### src/rtl/multicycle_controller_pkg.sv
// Shared definitions for the multicycle controller and its ALU: states, opcode/funct values, ALU codes.
package multicycle_controller_pkg;

  localparam int unsigned OP_W  = 6;
  localparam int unsigned ALU_W = 3;
  localparam int unsigned SEL_W = 2;

  typedef enum logic [3:0] {
    S_RESET    = 4'd0,
    S_FETCH    = 4'd1,
    S_DECODE   = 4'd2,
    S_MEM_ADDR = 4'd3,
    S_MEM_RD   = 4'd4,
    S_MEM_WB   = 4'd5,
    S_MEM_WR   = 4'd6,
    S_R_EXEC   = 4'd7,
    S_R_WB     = 4'd8,
    S_I_EXEC   = 4'd9,
    S_I_WB     = 4'd10,
    S_BRANCH   = 4'd11,
    S_JUMP     = 4'd12
  } state_t;

  typedef enum logic [ALU_W-1:0] {
    ALU_AND = 3'd0,
    ALU_OR  = 3'd1,
    ALU_ADD = 3'd2,
    ALU_SUB = 3'd3,
    ALU_SLT = 3'd7
  } alu_op_t;

  localparam logic [OP_W-1:0] OP_RTYPE = 6'h00;
  localparam logic [OP_W-1:0] OP_J     = 6'h02;
  localparam logic [OP_W-1:0] OP_JAL   = 6'h03;
  localparam logic [OP_W-1:0] OP_BEQ   = 6'h04;
  localparam logic [OP_W-1:0] OP_BNE   = 6'h05;
  localparam logic [OP_W-1:0] OP_ADDI  = 6'h08;
  localparam logic [OP_W-1:0] OP_SLTI  = 6'h0A;
  localparam logic [OP_W-1:0] OP_ANDI  = 6'h0C;
  localparam logic [OP_W-1:0] OP_ORI   = 6'h0D;
  localparam logic [OP_W-1:0] OP_LW    = 6'h23;
  localparam logic [OP_W-1:0] OP_SW    = 6'h2B;

  localparam logic [OP_W-1:0] FN_JR  = 6'h08;
  localparam logic [OP_W-1:0] FN_ADD = 6'h20;
  localparam logic [OP_W-1:0] FN_SUB = 6'h22;
  localparam logic [OP_W-1:0] FN_AND = 6'h24;
  localparam logic [OP_W-1:0] FN_OR  = 6'h25;
  localparam logic [OP_W-1:0] FN_SLT = 6'h2A;

  // ALU B-operand, write-back and PC source selector encodings
  localparam logic [SEL_W-1:0] ASB_REG  = 2'b00;
  localparam logic [SEL_W-1:0] ASB_FOUR = 2'b01;
  localparam logic [SEL_W-1:0] ASB_IMM  = 2'b10;
  localparam logic [SEL_W-1:0] ASB_BR   = 2'b11;
  localparam logic [SEL_W-1:0] MTR_ALU  = 2'b00;
  localparam logic [SEL_W-1:0] MTR_MEM  = 2'b01;
  localparam logic [SEL_W-1:0] MTR_PC   = 2'b10;
  localparam logic [SEL_W-1:0] PCS_INC  = 2'b00;
  localparam logic [SEL_W-1:0] PCS_BR   = 2'b01;
  localparam logic [SEL_W-1:0] PCS_JMP  = 2'b10;
  localparam logic [SEL_W-1:0] PCS_JR   = 2'b11;

  // Full control word driven by the controller each cycle
  typedef struct packed {
    logic             mem_read;
    logic             mem_write;
    logic             ir_write;
    logic             reg_write;
    logic             i_or_d;
    logic             reg_dst;
    logic             alu_src_a;
    logic             pc_load;
    logic             illegal;
    logic [SEL_W-1:0] alu_src_b;
    logic [SEL_W-1:0] mem_to_reg;
    logic [SEL_W-1:0] pc_src;
    alu_op_t          alu_op;
  } ctrl_t;

endpackage

### src/rtl/alu_op_decoder.sv
// Maps an R-type funct or I-type opcode onto an ALU operation; valid flags a recognised ALU instruction.
module alu_op_decoder
  import multicycle_controller_pkg::*;
(
  input  logic [OP_W-1:0] i_opcode,
  input  logic [OP_W-1:0] i_funct,
  output alu_op_t         o_alu_op_c,
  output logic            o_valid_c
);

  // Opcode/funct lookup; jr is not an ALU instruction and stays invalid here
  always_comb begin
    o_alu_op_c = ALU_AND;
    o_valid_c  = 1'b0;
    case (i_opcode)
      OP_RTYPE: begin
        case (i_funct)
          FN_ADD:  begin o_alu_op_c = ALU_ADD; o_valid_c = 1'b1; end
          FN_SUB:  begin o_alu_op_c = ALU_SUB; o_valid_c = 1'b1; end
          FN_AND:  begin o_alu_op_c = ALU_AND; o_valid_c = 1'b1; end
          FN_OR:   begin o_alu_op_c = ALU_OR;  o_valid_c = 1'b1; end
          FN_SLT:  begin o_alu_op_c = ALU_SLT; o_valid_c = 1'b1; end
          default: ;
        endcase
      end
      OP_ADDI: begin o_alu_op_c = ALU_ADD; o_valid_c = 1'b1; end
      OP_SLTI: begin o_alu_op_c = ALU_SLT; o_valid_c = 1'b1; end
      OP_ANDI: begin o_alu_op_c = ALU_AND; o_valid_c = 1'b1; end
      OP_ORI:  begin o_alu_op_c = ALU_OR;  o_valid_c = 1'b1; end
      default: ;
    endcase
  end

endmodule

### src/rtl/multicycle_controller.sv
// Multicycle MIPS-subset control FSM: Moore decode of the state, with fetch and branch PC strobes
// qualified combinationally by mem_ready and zero.
module multicycle_controller
  import multicycle_controller_pkg::*;
#(
  parameter bit ILLEGAL_TRAP = 1'b1
) (
  input  logic             clk,
  input  logic             rst,
  input  logic [OP_W-1:0]  opcode,
  input  logic [OP_W-1:0]  funct,
  input  logic             zero,
  input  logic             mem_ready,
  output logic             mem_read,
  output logic             mem_write,
  output logic             ir_write,
  output logic             reg_write,
  output logic             i_or_d,
  output logic             reg_dst,
  output logic             alu_src_a,
  output logic             pc_load,
  output logic             illegal,
  output logic [SEL_W-1:0] alu_src_b,
  output logic [SEL_W-1:0] mem_to_reg,
  output logic [SEL_W-1:0] pc_src,
  output logic [ALU_W-1:0] alu_operation
);

  state_t  r_state;
  state_t  w_next;
  ctrl_t   w_ctl;
  alu_op_t w_dec_alu;
  logic    w_dec_valid;
  logic    w_is_jr;
  logic    w_is_mem;
  logic    w_is_br;
  logic    w_is_jmp;
  logic    w_known;

  alu_op_decoder u_alu_op_decoder (
    .i_opcode   (opcode),
    .i_funct    (funct),
    .o_alu_op_c (w_dec_alu),
    .o_valid_c  (w_dec_valid)
  );

  // Instruction classification from the held instruction register fields
  assign w_is_jr  = (opcode == OP_RTYPE) && (funct == FN_JR);
  assign w_is_mem = (opcode == OP_LW) || (opcode == OP_SW);
  assign w_is_br  = (opcode == OP_BEQ) || (opcode == OP_BNE);
  assign w_is_jmp = (opcode == OP_J) || (opcode == OP_JAL);
  assign w_known  = w_dec_valid | w_is_jr | w_is_mem | w_is_br | w_is_jmp;

  // State register; reset aborts any access in flight
  always_ff @(posedge clk or negedge rst) begin
    if (!rst) r_state <= S_RESET;
    else      r_state <= w_next;
  end

  // Next-state and control-word decode
  always_comb begin
    w_next = r_state;
    w_ctl  = '0;
    case (r_state)
      S_RESET: w_next = S_FETCH;
      S_FETCH: begin
        w_ctl.mem_read  = 1'b1;
        w_ctl.alu_src_b = ASB_FOUR;
        w_ctl.alu_op    = ALU_ADD;
        w_ctl.pc_src    = PCS_INC;
        w_ctl.ir_write  = mem_ready;
        w_ctl.pc_load   = mem_ready;
        if (mem_ready) w_next = S_DECODE;
      end
      S_DECODE: begin
        w_ctl.alu_src_b = ASB_BR;
        w_ctl.alu_op    = ALU_ADD;
        w_ctl.illegal   = ILLEGAL_TRAP & ~w_known;
        if (w_is_jr)                               w_next = S_JUMP;
        else if (w_dec_valid && opcode == OP_RTYPE) w_next = S_R_EXEC;
        else if (w_dec_valid)                      w_next = S_I_EXEC;
        else if (w_is_mem)                         w_next = S_MEM_ADDR;
        else if (w_is_br)                          w_next = S_BRANCH;
        else if (w_is_jmp)                         w_next = S_JUMP;
        else                                       w_next = S_FETCH;
      end
      S_MEM_ADDR: begin
        w_ctl.alu_src_a = 1'b1;
        w_ctl.alu_src_b = ASB_IMM;
        w_ctl.alu_op    = ALU_ADD;
        w_next = (opcode == OP_LW) ? S_MEM_RD : S_MEM_WR;
      end
      S_MEM_RD: begin
        w_ctl.mem_read = 1'b1;
        w_ctl.i_or_d   = 1'b1;
        if (mem_ready) w_next = S_MEM_WB;
      end
      S_MEM_WR: begin
        w_ctl.mem_write = 1'b1;
        w_ctl.i_or_d    = 1'b1;
        if (mem_ready) w_next = S_FETCH;
      end
      S_MEM_WB: begin
        w_ctl.reg_write  = 1'b1;
        w_ctl.mem_to_reg = MTR_MEM;
        w_next = S_FETCH;
      end
      S_R_EXEC: begin
        w_ctl.alu_src_a = 1'b1;
        w_ctl.alu_src_b = ASB_REG;
        w_ctl.alu_op    = w_dec_alu;
        w_next = S_R_WB;
      end
      S_R_WB: begin
        w_ctl.reg_write  = 1'b1;
        w_ctl.reg_dst    = 1'b1;
        w_ctl.mem_to_reg = MTR_ALU;
        w_next = S_FETCH;
      end
      S_I_EXEC: begin
        w_ctl.alu_src_a = 1'b1;
        w_ctl.alu_src_b = ASB_IMM;
        w_ctl.alu_op    = w_dec_alu;
        w_next = S_I_WB;
      end
      S_I_WB: begin
        w_ctl.reg_write  = 1'b1;
        w_ctl.mem_to_reg = MTR_ALU;
        w_next = S_FETCH;
      end
      S_BRANCH: begin
        w_ctl.alu_src_a = 1'b1;
        w_ctl.alu_src_b = ASB_REG;
        w_ctl.alu_op    = ALU_SUB;
        w_ctl.pc_src    = PCS_BR;
        w_ctl.pc_load   = (opcode == OP_BEQ) ? zero : ~zero;
        w_next = S_FETCH;
      end
      S_JUMP: begin
        w_ctl.pc_load = 1'b1;
        w_ctl.pc_src  = (opcode == OP_RTYPE) ? PCS_JR : PCS_JMP;
        if (opcode == OP_JAL) begin
          w_ctl.reg_write  = 1'b1;
          w_ctl.mem_to_reg = MTR_PC;
        end
        w_next = S_FETCH;
      end
      default: w_next = S_RESET;
    endcase
  end

  // Control word onto the ports
  assign mem_read      = w_ctl.mem_read;
  assign mem_write     = w_ctl.mem_write;
  assign ir_write      = w_ctl.ir_write;
  assign reg_write     = w_ctl.reg_write;
  assign i_or_d        = w_ctl.i_or_d;
  assign reg_dst       = w_ctl.reg_dst;
  assign alu_src_a     = w_ctl.alu_src_a;
  assign pc_load       = w_ctl.pc_load;
  assign illegal       = w_ctl.illegal;
  assign alu_src_b     = w_ctl.alu_src_b;
  assign mem_to_reg    = w_ctl.mem_to_reg;
  assign pc_src        = w_ctl.pc_src;
  assign alu_operation = w_ctl.alu_op;

endmodule

### config.mk
export PLATFORM = sky130hd
export DESIGN_NAME = multicycle_controller
export DESIGN_NICKNAME = d
export VERILOG_FILES = /design/src/rtl/multicycle_controller_pkg.sv /design/src/rtl/alu_op_decoder.sv /design/src/rtl/multicycle_controller.sv
export SDC_FILE = /design/constraint.sdc
export NUM_CORES = 1
export LEC_CHECK = 0
export BUFFER_PORTS_ARGS = -buffer_cell sky130_fd_sc_hd__buf_2
export CORE_MARGIN = 1.5
export CORE_UTILIZATION = 52
export DETAILED_ROUTE_END_ITERATION = 16
export GPL_TIMING_DRIVEN = 0
export HOLD_SLACK_MARGIN = 0.08
export PLACE_DENSITY = 0.85
export SLEW_MARGIN = 20
export SYNTH_ARGS = -nofsm -noshare
export SYNTH_HDL_FRONTEND = slang
export SYNTH_SLANG_ARGS = --single-unit
### constraint.sdc
create_clock -name clk -period 1.8 [get_ports clk]
set_input_delay 0 -clock clk [delete_from_list [all_inputs] [get_ports clk]]
set_output_delay 0 -clock clk [all_outputs]
set_load 0.05 [all_outputs]
==> metrics.txt <==
Tmin final 1760 ps; RSZ-0062 raised after global routing yes; outcome complete, no violations; leak pwr 0.517 nW; register area share after synthesis 11.7%; Max Clk Rate 0.570 GHz; clk buf depth 2; die height 43.6 µm; Clock Power Share 7.1%; CTS root buffer clkbuf_4; Seq pwr share 10.9%; pwr dens 1530 nW/µm²; Largest regs r_state (4); Psw 0.00111 W; hold crit path type in -> async; Slew @ Worst Pin 546 ps; WL per Instance 15.4 µm; Final Max Tran Viols 0; Avg Inst Size Synth 7.09 µm²; Post-synth top cells nor2_1 (12), nand2_1 (10), nand2b_1 (8), o21ai_1 (7), nand3_1 (6); GPL Wtd Cong 0.929; Crit Path Class reg -> out; Area Overhead vs Synth 31.9%; Placement Cell Area 1060 µm²; H-tree levels 1; first-pass GRT wire length 4.22 mm; layout cells sized above 1 37.6%; GR Overflow Total 0; Mapped Area 858 µm²; vias in the first global route 990; crit path max fanout 6; Setup Skew 9.03 ps; final WL 2.66 mm; Die W 43.6 µm; Final Setup Violations 0; dominant synthesized flop cell dfrtp_1; Yosys cell types 47; worst r2r dst r_state[0]$_DFFE_PN0P_; worst skew pair latency 250 ps; GRT Total Usage 29.2%; HPWL Detailed 1.97 mm; asr flop ratio synth 100%; Final nets 175; register with the most flip-flops r_state; final hold vios 0; initial core utilization 56.3%; Diodes inserted 0; Core ar. 1520 µm²; max reg flops 4; FF-to-FF Start r_state[1]$_DFFE_PN0P_; reg-to-reg slack, setup 320 ps; Post-synth EDFFs 0; FF-to-FF path depth 5; startpoint types flip-flop; total CTS buffers 3; Row Count 14; cell taking the most area after synthesis dfrtp_1; synthesis-stage register bit count 4; Port Buffers 32; CTS tree done; Int Pwr 0.000627 W; I/O Pins 34; maxcap violations 0; Final period util 97.6%; CP arrival 1760 ps; worst path required time 1800 ps; Min Hold Slack 115 ps; Setup Fix Bufs, Post-CTS 0; post-route cell area 1130 µm²; Total Die Area 1900 µm²; antenna viol nets, final 0; Sw Share 63.8%; vias per std cell 6.54; cell count after synthesis 121; DRT iter0 DRCs 40; initial antenna violation count 0; Worst-path clk slew 40 ps; syn_nets 137; Slew HR 63.4%; Worst setup EP type output port; Setup Total Neg Slack 0 ps; count leader, synth nor2_1; Yosys warnings 0; largest net degree at the start of global routing 11; Synth top area share 11.7%; Vias 1132; VDD IR max 826 µV; DP Worst Slack 161 ps; Gate power share 82.0%; drt drc 0; Power, Total 0.00173 W; synth top area cells dfrtp_1 (12%), nand2b_1 (5.8%), nor2_1 (5.2%), nand2_1 (4.4%), o21ai_1 (4.1%); post-route setup slack 44.1 ps; CTS Sinks 4; Initial DRT Pass Iterations 4
critical path, cell delays in order (launching register included):
cell	delay (ps)
dfrtp_2	440
and4b_1	270
a31oi_2	70
a2111oi_4	320
o2bb2ai_1	180
buf_4	220
worst max path at each step:
stage / from / endpoint / slack, ps / cells past startpoint
2_1_floorplan: r_state[0]$_DFFE_PN0P_ / mem_to_reg[1] / 50 / 5
3_3_place_gp: r_state[3]$_DFFE_PN0P_ / alu_operation[1] / 200 / 5
3_5_place_dp: r_state[3]$_DFFE_PN0P_ / alu_operation[0] / 160 / 5
4_1_cts: r_state[2]$_DFFE_PN0P_ / pc_load / 5 / 5
5_1_grt: r_state[3]$_DFFE_PN0P_ / alu_operation[0] / -8 / 5
6_report: r_state[3]$_DFFE_PN0P_ / alu_operation[0] / 40 / 5
area by class of cell:
class	count	area, µm²
clock buffers	3	22.5
well taps	16	20.0
repair buffers	33	191
fillers	135	392
multi-input cells	104	726
flip-flops and latches	4	101
inverters	5	18.8
plain buffers	8	52.6
power by group through the flow:
stage / registers (W) / logic, W / clock network (W)
4_1_cts: 0.000180 / 0.00137 / 0.000122
3_5_place_dp: 0.000180 / 0.00133 / 0
3_3_place_gp: 0.000175 / 0.00131 / 0
2_1_floorplan: 0.000167 / 0.00107 / 0
6_report: 0.000189 / 0.00142 / 0.000123
5_1_grt: 0.000193 / 0.00151 / 0.000132
repair_timing:
action | 4_1_cts | 5_1_grt
resized for setup | 6 | 14
hold buffers | 1 | 0
pin swaps | 1 | 0
endpoints found under the setup margin | 5 | 12
endpoints found under the hold margin | 4 | 0
per-stage QoR:
stage	util [%]	std cells
2_1_floorplan	-	121
6_report	74.3	173
4_1_cts	72.5	173
5_1_grt	74.3	173
3_3_place_gp	69.4	169
3_5_place_dp	69.4	169
cells in the final DEF, fill, tap and decap left out, drive strengths merged, types with 2 or more instances in the layout:
cell     netlist  routed
o2bb2ai        2       2
or3            2       2
o21a           2       2
o22ai          2       2
inv            5       5
nand4          2       2
o2111ai        2       2
nor2          12      12
nand2         10      10
o21ai         10      10
nor2b          4       4
nor3           5       5
a21o           3       3
a21oi          3       3
and3           3       3
nand2b         8       8
a21boi         2       2
buf            5      36
dfrtp          4       4
clkbuf         3       7
o211ai         2       2
nand3          6       6
a31oi          3       3
nand4b         2       2
kinds of logic after synthesis:
group | after synthesis | share of synthesized area (%)
AO/OA/AOI/OAI | 38 | 32.7
flip-flops | 4 | 11.7
buffers and inverters | 13 | 7.87
XOR/XNOR | 1 | 1.02
AND/OR/NAND/NOR | 65 | 46.8
routing by layer:
| layer | vias up | wire length, µm | track usage (%) |
|---|---|---|---|
| li1 | 533 | - | - |
| met1 | 525 | 1100 | 35.9 |
| met2 | 65 | 1290 | 49.4 |
| met3 | 9 | 181 | 4.17 |
| met4 | 0 | 84 | 13.9 |
| met5 | - | 0 | 0 |
Note: power is estimated with default switching activity, not from simulation.
